**config.mk**
```make
export PLATFORM = sky130hd
export DESIGN_NAME = mem_arbiter
export DESIGN_NICKNAME = d
export VERILOG_FILES = /design/src/rtl/mem_arbiter.sv
export SDC_FILE = /design/constraint.sdc
export NUM_CORES = 1
export LEC_CHECK = 0
export ABC_AREA = 1
export CELL_PAD_IN_SITES_DETAIL_PLACEMENT = 1
export CELL_PAD_IN_SITES_GLOBAL_PLACEMENT = 1
export CORE_MARGIN = 2
export CORE_UTILIZATION = 23
export CTS_CLUSTER_DIAMETER = 120
export DETAILED_ROUTE_END_ITERATION = 16
export PLACE_DENSITY = 0.86
export SETUP_SLACK_MARGIN = 0.02
export SLEW_MARGIN = 10
export SYNTH_ARGS = -nofsm -noshare
export SYNTH_HDL_FRONTEND = slang
export SYNTH_SLANG_ARGS = --single-unit
```
**constraint.sdc**
```tcl
create_clock -name clk -period 2.4 [get_ports clk]
set_clock_uncertainty 0.15 [all_clocks]
set_input_delay 0.36 -clock clk [delete_from_list [all_inputs] [get_ports clk]]
set_output_delay 0.36 -clock clk [all_outputs]
set_load 0.005 [all_outputs]
```
**src/rtl/mem_arbiter.sv**
```systemverilog
// Two-requester (core / debug) arbiter for one shared single-port memory, bounded-burst fairness.
// Grant and memory mux are combinational; read data returns registered one cycle after the grant.
module mem_arbiter #(
    parameter int ADDR_W    = 32,
    parameter int DATA_W    = 32,
    parameter int MAX_BURST = 4
) (
    input  logic              clk,
    input  logic              reset,

    input  logic              c_req,
    input  logic              c_we,
    input  logic [ADDR_W-1:0] c_addr,
    input  logic [DATA_W-1:0] c_wdata,
    output logic              c_gnt,
    output logic              c_rvalid,
    output logic [DATA_W-1:0] c_rdata,

    input  logic              d_req,
    input  logic              d_we,
    input  logic [ADDR_W-1:0] d_addr,
    input  logic [DATA_W-1:0] d_wdata,
    output logic              d_gnt,
    output logic              d_rvalid,
    output logic [DATA_W-1:0] d_rdata,

    output logic              core_stall,

    output logic [ADDR_W-1:0] m_addr,
    output logic              m_wr_en,
    output logic [DATA_W-1:0] m_wr_data,
    input  logic [DATA_W-1:0] m_rd_data
);

    localparam int                CNT_W   = $clog2(MAX_BURST + 1);
    localparam logic [CNT_W-1:0]  CNT_MAX = CNT_W'(MAX_BURST);
    localparam logic [CNT_W-1:0]  CNT_ONE = CNT_W'(1);

    typedef enum logic [1:0] {IDLE, OWN_C, OWN_D} owner_t;
    typedef enum logic       {LAST_C, LAST_D}      last_t;

    owner_t            r_owner;
    logic [CNT_W-1:0]  r_cnt;
    last_t             r_last;
    logic              r_c_rvalid;
    logic              r_d_rvalid;
    logic [DATA_W-1:0] r_c_rdata;
    logic [DATA_W-1:0] r_d_rdata;

    logic w_c_win;
    logic w_d_win;

    // A lone requester always wins; on a tie the owner keeps the port until its burst is spent.
    always_comb begin
        w_c_win = 1'b0;
        w_d_win = 1'b0;
        if (!reset) begin
            if (c_req && !d_req) begin
                w_c_win = 1'b1;
            end else if (d_req && !c_req) begin
                w_d_win = 1'b1;
            end else if (c_req && d_req) begin
                case (r_owner)
                    OWN_C: begin
                        if (r_cnt < CNT_MAX) w_c_win = 1'b1;
                        else                 w_d_win = 1'b1;
                    end
                    OWN_D: begin
                        if (r_cnt < CNT_MAX) w_d_win = 1'b1;
                        else                 w_c_win = 1'b1;
                    end
                    default: begin
                        if (r_last == LAST_D) w_c_win = 1'b1;
                        else                  w_d_win = 1'b1;
                    end
                endcase
            end
        end
    end

    assign c_gnt      = w_c_win;
    assign d_gnt      = w_d_win;
    assign core_stall = c_req & ~w_c_win;

    assign m_addr    = w_c_win ? c_addr  : (w_d_win ? d_addr  : '0);
    assign m_wr_data = w_c_win ? c_wdata : (w_d_win ? d_wdata : '0);
    assign m_wr_en   = (w_c_win & c_we) | (w_d_win & d_we);

    assign c_rvalid = r_c_rvalid;
    assign d_rvalid = r_d_rvalid;
    assign c_rdata  = r_c_rdata;
    assign d_rdata  = r_d_rdata;

    always_ff @(posedge clk) begin
        if (reset) begin
            r_owner    <= IDLE;
            r_cnt      <= '0;
            r_last     <= LAST_D;
            r_c_rvalid <= 1'b0;
            r_d_rvalid <= 1'b0;
            r_c_rdata  <= '0;
            r_d_rdata  <= '0;
        end else begin
            r_c_rvalid <= w_c_win & ~c_we;
            r_d_rvalid <= w_d_win & ~d_we;
            if (w_c_win && !c_we) r_c_rdata <= m_rd_data;
            if (w_d_win && !d_we) r_d_rdata <= m_rd_data;

            // Burst count saturates so a long solo run still yields immediately on a tie.
            if (w_c_win) begin
                r_owner <= OWN_C;
                r_last  <= LAST_C;
                if (r_owner == OWN_C) r_cnt <= (r_cnt == CNT_MAX) ? r_cnt : r_cnt + CNT_ONE;
                else                  r_cnt <= CNT_ONE;
            end else if (w_d_win) begin
                r_owner <= OWN_D;
                r_last  <= LAST_D;
                if (r_owner == OWN_D) r_cnt <= (r_cnt == CNT_MAX) ? r_cnt : r_cnt + CNT_ONE;
                else                  r_cnt <= CNT_ONE;
            end else begin
                r_owner <= IDLE;
                r_cnt   <= '0;
            end
        end
    end

endmodule

```
# Word-level counts from Yosys, hierarchy flattened

Index checks and enable logic that the tools add are counted.

Add/sub/neg operators: 1
Multipliers: 0
Divide/modulo/power cells: 0
$lt $le $gt $ge: 1
Equal/unequal tests: 3
Shift-type cells: 0
Muxes and demuxes: 27
Bitwise logic cells: 9
Reductions and logical operators: 11

Operators with widths:

| operator            | number |
|---|---|
| $mux 32             | 4 |
| $mux 1              | 15 |
| $mux 3              | 5 |
| $and 1x1->1         | 5 |
| $logic_and 1x1->1   | 5 |
| $logic_not 1->1     | 4 |
| $pmux 1 s2          | 2 |
| $add 3x1->3 const B | 1 |
| $eq 3x3->1 const B  | 1 |
| $lt 3x3->1 const B  | 1 |
| $not 1->1           | 3 |
| $eq 2x1->1 const B  | 1 |
| $eq 2x2->1 const B  | 1 |
| $mux 2              | 1 |
| $reduce_bool 2->1   | 1 |
| $reduce_or 2->1     | 1 |
| $or 1x1->1          | 1 |

Register bits after elaboration: 72
Latch bits: 0
RAM bits: 0
Bits in read-only memories: 0
Bits of input ports: 166
Output and inout port bits: 134
Word-level logic and storage cells: 60
Memories: 0

# Longest topological paths before layout

Gate-level depths: netlist (run 1).

Depth in word-level cells: 9
Gate-level depth with buffers: 10
Mapped depth without buffers: 9

# Worst setup path after synthesis (run 1)

Ideal clock, no wire load.

Kind: flip-flop to output port
Start point: register r_owner[0]
End point: output m_wr_data[24]
Data arrival time: 1.592 ns
Required time: 1.890 ns
Path slack: 0.298 ns
Stages on the path, launching flop included: 10
Path buffers: 2
Path through: dfxtp_1 inv_1 ha_1 a21oi_2 nand2_2 a21oi_4 buf_6 buf_4 nand2_1 o21ai_1

Elaborated cells on any way between the ends: 14
Classes of those cells: 2 x eq/ne; 12 x mux

RTL lines:

| what                                     | RTL line | RTL |
|---|---|---|
| from (decl)                              | 42       | `owner_t r_owner;` |
| from (signal assigned)                   | 96       | `r_owner <= IDLE;` |
| from (signal assigned)                   | 111      | `r_owner <= OWN_C;` |
| from (signal assigned)                   | 116      | `r_owner <= OWN_D;` |
| $eq 2x2->1 or $eq 2x1->1 (tied branches) | 63       | `case (r_owner)` |
| $pmux 1 s2 (*)                           | 63       |  |
| $mux 1 (*)                               | 62       | `end else if (c_req && d_req) begin` |
| $mux 1 (*)                               | 60       | `end else if (d_req && !c_req) begin` |
| $mux 1 (*)                               | 58       | `if (c_req && !d_req) begin` |
| $mux 1 (*)                               | 57       | `if (!reset) begin` |
| via c_gnt                                | 15       | `output logic c_gnt,` |
| $mux 32 (*)                              | 86       | `assign m_wr_data = w_c_win ? c_wdata : (w_d_win ? d_wdata : '0);` |
| to (decl)                                | 31       | `output logic [DATA_W-1:0] m_wr_data,` |

Mark *: on every way through the listed nets, which the timed path passes. The rest lies on a longest branch.

# Final worst setup path (run 1)

Start point: register r_owner[0]
End point: output m_addr[12]

Cells in the longest elaborated chain, start to end: 8
Elaborated cells on any way between the ends: 14
Classes of those cells: 2 x eq/ne; 12 x mux

RTL lines:

| what                                     | RTL line | RTL |
|---|---|---|
| $eq 2x2->1 or $eq 2x1->1 (tied branches) | 63       |  |
| $pmux 1 s2                               | 63       |  |
| $mux 1                                   | 62       |  |
| $mux 1                                   | 60       |  |
| $mux 1                                   | 58       |  |
| $mux 1                                   | 57       |  |
| $mux 32                                  | 85       | `assign m_addr = w_c_win ? c_addr : (w_d_win ? d_addr : '0);` |
| $mux 32 (*)                              | 85       |  |
| to (decl)                                | 29       | `output logic [ADDR_W-1:0] m_addr,` |

Every way passes the cells marked *; elsewhere a longest branch is shown, timed or not.

==> reports/metrics.cfg, run 1 <==
[clock_network]
clock_sinks=72
cts_made_buffers=9
clk_path_buf_depth=2
cts_root_buf=clkbuf_16
clk_pin_slew_ns=0.06
cts_tree=done
holdBufCountCts=0
clock_latency_ns=0.33
htree_levels=3

[pwr]
total_power_w=0.00446
p_leak_nw=3.89
power_density_nw_per_um2=504
vdd_drop_max_mv=0.296

[placed_design]
placed_area_um2=7920
placedCellCount=1255
port_buffers=299
gp_congestion=0.826
dp_hpwl_mm=15.1

[sta]
setup_viol=67
hold_viol=0
period_share=1.10
layout_setup_ws_ns=-0.235
rsz0062_at_grt=yes
max_slew_margin=0.514
clock.fmax_mhz=379
post-route-min-period_ns=2.64
hold_slack_ns=0.165
worst_pin_slew_ns=0.729
slew_viol_final=0

[detailed_routing]
num_vias=6326
drt_first_pass_iters=4
detail-route-antenna-nets=0
via_per_inst=4.85
drt-total-wl_mm=22.2
wire_per_inst_um=17.0
first_iter_violations=227
post-route-drc-count=0

[worst_hold_path]
hold_class=input port to flip-flop

[yosys]
synth_area_per_cell_um2=6.17
synth_top_area_cell=dfxtp_1
synth.distinct_cells=22
synth_area_um2=4450
yosysSeqAreaShare=0.324
yosys.area.top_type_share=0.324
synth_area_leaders=dfxtp_1 (32%), nand4_1 (18%), nand2_1 (18%)
ys_warn_count=0
synth_seq_cells=72
synth_nets=891
syn_inst=721

[floorplanning]
core_area_um2=18800
die-area_um2=20500
dieHeight_um=143
row_count=50
start_util=0.236
io_pins=300
die_w_um=143

[worst_setup_path]
worstPathRequired_ns=1.89
arrival_ns=2.13
critPathLaunchType=flip-flop
crit_path_max_fanout=7
cp-end-kind=output port
path_class=flip-flop to output port

[status]
violations=setup timing
status=finished, violations left

[flow_run]
cap_violations=0

[finish]
nFillCells=2317
final_area_um2=8850
drive_gt1_frac=0.255
area_delta_synth_final_pct=99.0
final_common_cell=clkdlybuf4s50_1
insertedDiodeCount=0
final_util=0.470
nets=1209
final_cell_mix=clkdlybuf4s50_1 (228), nand2_1 (160), nand4_1 (131), inv_1 (77), dfxtp_1 (70)
layout.cells.non_filler=1304

[global_routing]
antenna_found_initial=0
grt_pass1_wl_mm=33.6
overflow=0
grt_usage=0.209
grt_max_degree=66
first_global_vias=6469

==> critical path, stage by stage (launching register included) <==
cell     delay, ns
dfxtp_2       0.33
inv_2         0.04
ha_4          0.25
a21oi_4       0.15
nand2_2       0.09
a21oi_4       0.17
buf_6         0.17
buf_8         0.13
buf_16        0.15
nand2_4       0.05
o21ai_2       0.07
buf_2         0.18
==> sequential cells by signal, summed over array words and instances, names as in the netlist <==
register / count
c_rdata: 32
r_last: 1
r_cnt: 3
d_rdata: 32
r_owner: 2
c_rvalid: 1
d_rvalid: 1
==> synthesized netlist by cell type <==
master,instances
inv_1,80
a21oi_2,2
nand2_2,2
buf_4,9
nand2_1,210
o21ai_1,57
buf_6,1
clkbuf_2,6
dfxtp_1,72
nand3_1,5
nor2_1,68
ha_1,4
o21ai_0,11
a21oi_4,1
a21oi_1,4
clkbuf_1,30
inv_2,3
buf_2,21
clkinv_1,1
nand4_1,131
buf_1,2
nand3_2,1
==> repair_timing <==
| action | 4_1_cts | 5_1_grt |
|---|---|---|
| pin swaps | 24 | 8 |
| endpoints found under the setup margin | 68 | 68 |
| cloned | 8 | 3 |
| gates resized for setup | 370 | 77 |
| setup buffers | 24 | 8 |
==> through the flow <==
step,setup TNS (ns),worst slack [ns]
2_1_floorplan,0,0.298
3_3_place_gp,-34.16,-0.572
3_5_place_dp,-37.27,-0.630
4_1_cts,-11.93,-0.262
5_1_grt,-17.11,-0.314
6_report,-10.41,-0.235
==> report_power, final <==
part           switching, W  total, W  internal [W]
Combinational      0.000736   0.00159      0.000851
Sequential        0.0000437   0.00132       0.00128
Clock              0.000510   0.00155       0.00104
==> layer usage <==
layer  routed length [um]  track usage  vias up  part of all wire
li1                     -            -     3024                 -
met1                 8390        0.234     3007              0.38
met2                11600        0.385      247              0.52
met3                 1380       0.0416       48             0.062
met4                  812       0.0855        0             0.037
met5                    0            0        -                 0
==> cell type report <==
type	instances	area (um2)	share of cell area
Tap cell	260	325	0.0368
Clock buffer	11	243	0.0274
Inverter	84	318	0.0359
Timing Repair Buffer	376	3650	0.412
Sequential cell	72	1440	0.163
Multi-Input combinational cell	496	2770	0.313
Clock inverter	5	104	0.0117
==> cells by family (layout without fill, tap and decap cells) <==
kind of cell               count (synthesis)  after routing  synth area share
DFF                                       72             72             0.324
buffers and inverters                    153            476             0.146
AOI/OAI and AO/OA                         75             75            0.0887
and+or+nand+nor                          417            417             0.430
adders and majority gates                  4              4            0.0113
==> final timing paths <==
kind               start     endpoint  slack (ns)  cells after the start
min                reset   r_owner[0]        0.17                      2
min reg2reg  c_rdata[12]  c_rdata[12]        0.37                      4
max reg2reg   r_owner[0]   d_rdata[6]        0.28                     10
max           r_owner[0]   m_addr[12]       -0.24                     11
Note: power is estimated with default switching activity, not from simulation.
==> run 2: changes to the inputs <==
--- a/config.mk
+++ b/config.mk
@@ -10,10 +10,12 @@
 export CELL_PAD_IN_SITES_GLOBAL_PLACEMENT = 1
 export CORE_MARGIN = 2
 export CORE_UTILIZATION = 23
+export CTS_BUF_LIST = sky130_fd_sc_hd__clkbuf_2 sky130_fd_sc_hd__clkbuf_4 sky130_fd_sc_hd__clkbuf_8
 export CTS_CLUSTER_DIAMETER = 120
 export DETAILED_ROUTE_END_ITERATION = 16
 export PLACE_DENSITY = 0.86
 export SETUP_SLACK_MARGIN = 0.02
+export SKIP_LAST_GASP = 1
 export SLEW_MARGIN = 10
 export SYNTH_ARGS = -nofsm -noshare
 export SYNTH_HDL_FRONTEND = slang
==> reports/metrics.cfg, run 2 (synthesis results as in run 1) <==
[status]
status=finished, violations left
violations=setup timing

[clock_network]
cts_made_buffers=9
cts_root_buf=clkbuf_8
clk_path_buf_depth=2
cts_tree=done
clk_pin_slew_ns=0.08
htree_levels=3
clock_latency_ns=0.35
clock_sinks=72

[detailed_routing]
num_vias=6226
drt-total-wl_mm=21.7
drt_first_pass_iters=4
via_per_inst=4.78
first_iter_violations=194
wire_per_inst_um=16.6
detail-route-antenna-nets=0
post-route-drc-count=0

[global_routing]
grt_usage=0.204
antenna_found_initial=0
first_global_vias=6320
overflow=0
grt_pass1_wl_mm=32.9
grt_max_degree=66

[floorplanning]
core_area_um2=18800
io_pins=300
die_w_um=143
dieHeight_um=143
die-area_um2=20500
row_count=50
start_util=0.236

[finish]
final_cell_mix=clkdlybuf4s50_1 (228), nand2_1 (179), nand4_1 (131), inv_1 (77)
final_area_um2=8660
final_common_cell=clkdlybuf4s50_1
nets=1208
insertedDiodeCount=0
area_delta_synth_final_pct=94.8
final_util=0.460
drive_gt1_frac=0.229

[worst_setup_path]
crit_path_max_fanout=8
crit_slowest_cell=dfxtp_2
crit_path_cell_trace=inv_2, ha_4, a21oi_4, nand2_2, a21oi_4, buf_12, buf_12, buf_8, buf_8, nand2_2, o21ai_1, buf_2
worstPathRequired_ns=1.89
path_class=flip-flop to output port
crit_path_max_incr_delay_ns=0.34
critPathLaunchType=flip-flop
arrival_ns=2.13
ff2ff_setup_slack_ns=0.31
cp-end-kind=output port

[sta]
period_share=1.10
hold_viol=0
clock.fmax_mhz=379
worst_pin_slew_ns=0.716
layout_setup_ws_ns=-0.240
rsz0062_at_grt=yes
slew_viol_final=0
setup_viol=67
max_slew_margin=0.522
post-route-min-period_ns=2.64

[placed_design]
dp_hpwl_mm=15.1
placed_area_um2=7920
gp_congestion=0.826
port_buffers=299

[pwr]
total_power_w=0.00408
p_leak_nw=3.77
vdd_drop_max_mv=0.236
power_density_nw_per_um2=471

[flow_run]
cap_violations=0

[worst_hold_path]
hold_class=input port to flip-flop

## run 2: cell count changes in the layout (fill, tap and decap cells not counted), sizes merged
| cell | previous run | this run |
|---|---|---|
| buf | 143 | 144 |
| clkbuf | 15 | 13 |
## run 2: final cells by class
cell class              instances  area [um2]
clock buffers                  11         145
flip-flops and latches         72        1440
clock inverters                 5         104
fillers                      2334       10200
inverters                      84         318
multi-input cells             496        2650
well taps                     260         325
repair buffers                375        3680
## run 2: critical path: cells and delay by family (launching register included)
kind                       cells  cell delay [ns]
AOI/OAI and AO/OA              3             0.39
adders and majority gates      1             0.25
buffers and inverters          6             0.65
DFF                            1             0.34
and+or+nand+nor                2             0.13
## run 2: layer usage
layer,vias up,routed length [um],track usage
met5,-,0,0
met2,228,11100,0.371
met1,2935,8580,0.232
met3,47,1290,0.0439
met4,0,689,0.0782
li1,3016,-,-
## run 2: through the flow
| step | std cells | hold slack (ns) | setup TNS, ns | setup WS (ns) |
|---|---|---|---|---|
| global route | 1303 | 0.139 | -19.90 | -0.356 |
| global placement | 1255 | 0.351 | -34.16 | -0.572 |
| detailed placement | 1255 | 0.363 | -37.27 | -0.630 |
| finish | 1303 | 0.139 | -11.84 | -0.240 |
| floorplan | 721 | 0.357 | 0 | 0.298 |
| CTS | 1303 | 0.145 | -14.67 | -0.302 |
## run 2: worst paths after layout
kind | from | endpoint | cells past startpoint
max | r_owner[0] | m_wr_data[12] | 12
min | reset | r_owner[0] | 2
max reg2reg | r_owner[0] | d_rdata[6] | 10
min reg2reg | c_rdata[12] | c_rdata[12] | 4
## run 2: report_power, final
group	internal, W	leakage, nW	switching (W)
sequential	0.00127	0.589	0.0000437
combinational	0.000850	3.05	0.000710
clock	0.000731	0.127	0.000469
total	0.00286	3.77	0.00122
## run 2: timing repair
item                                    in CTS  in global routing
buffers inserted                            25                  3
pin swaps                                   24                  5
resized for setup                          365                 40
endpoints found under the setup margin      68                 68
gates cloned                                 8                  2
hold buffers                                 0                  0
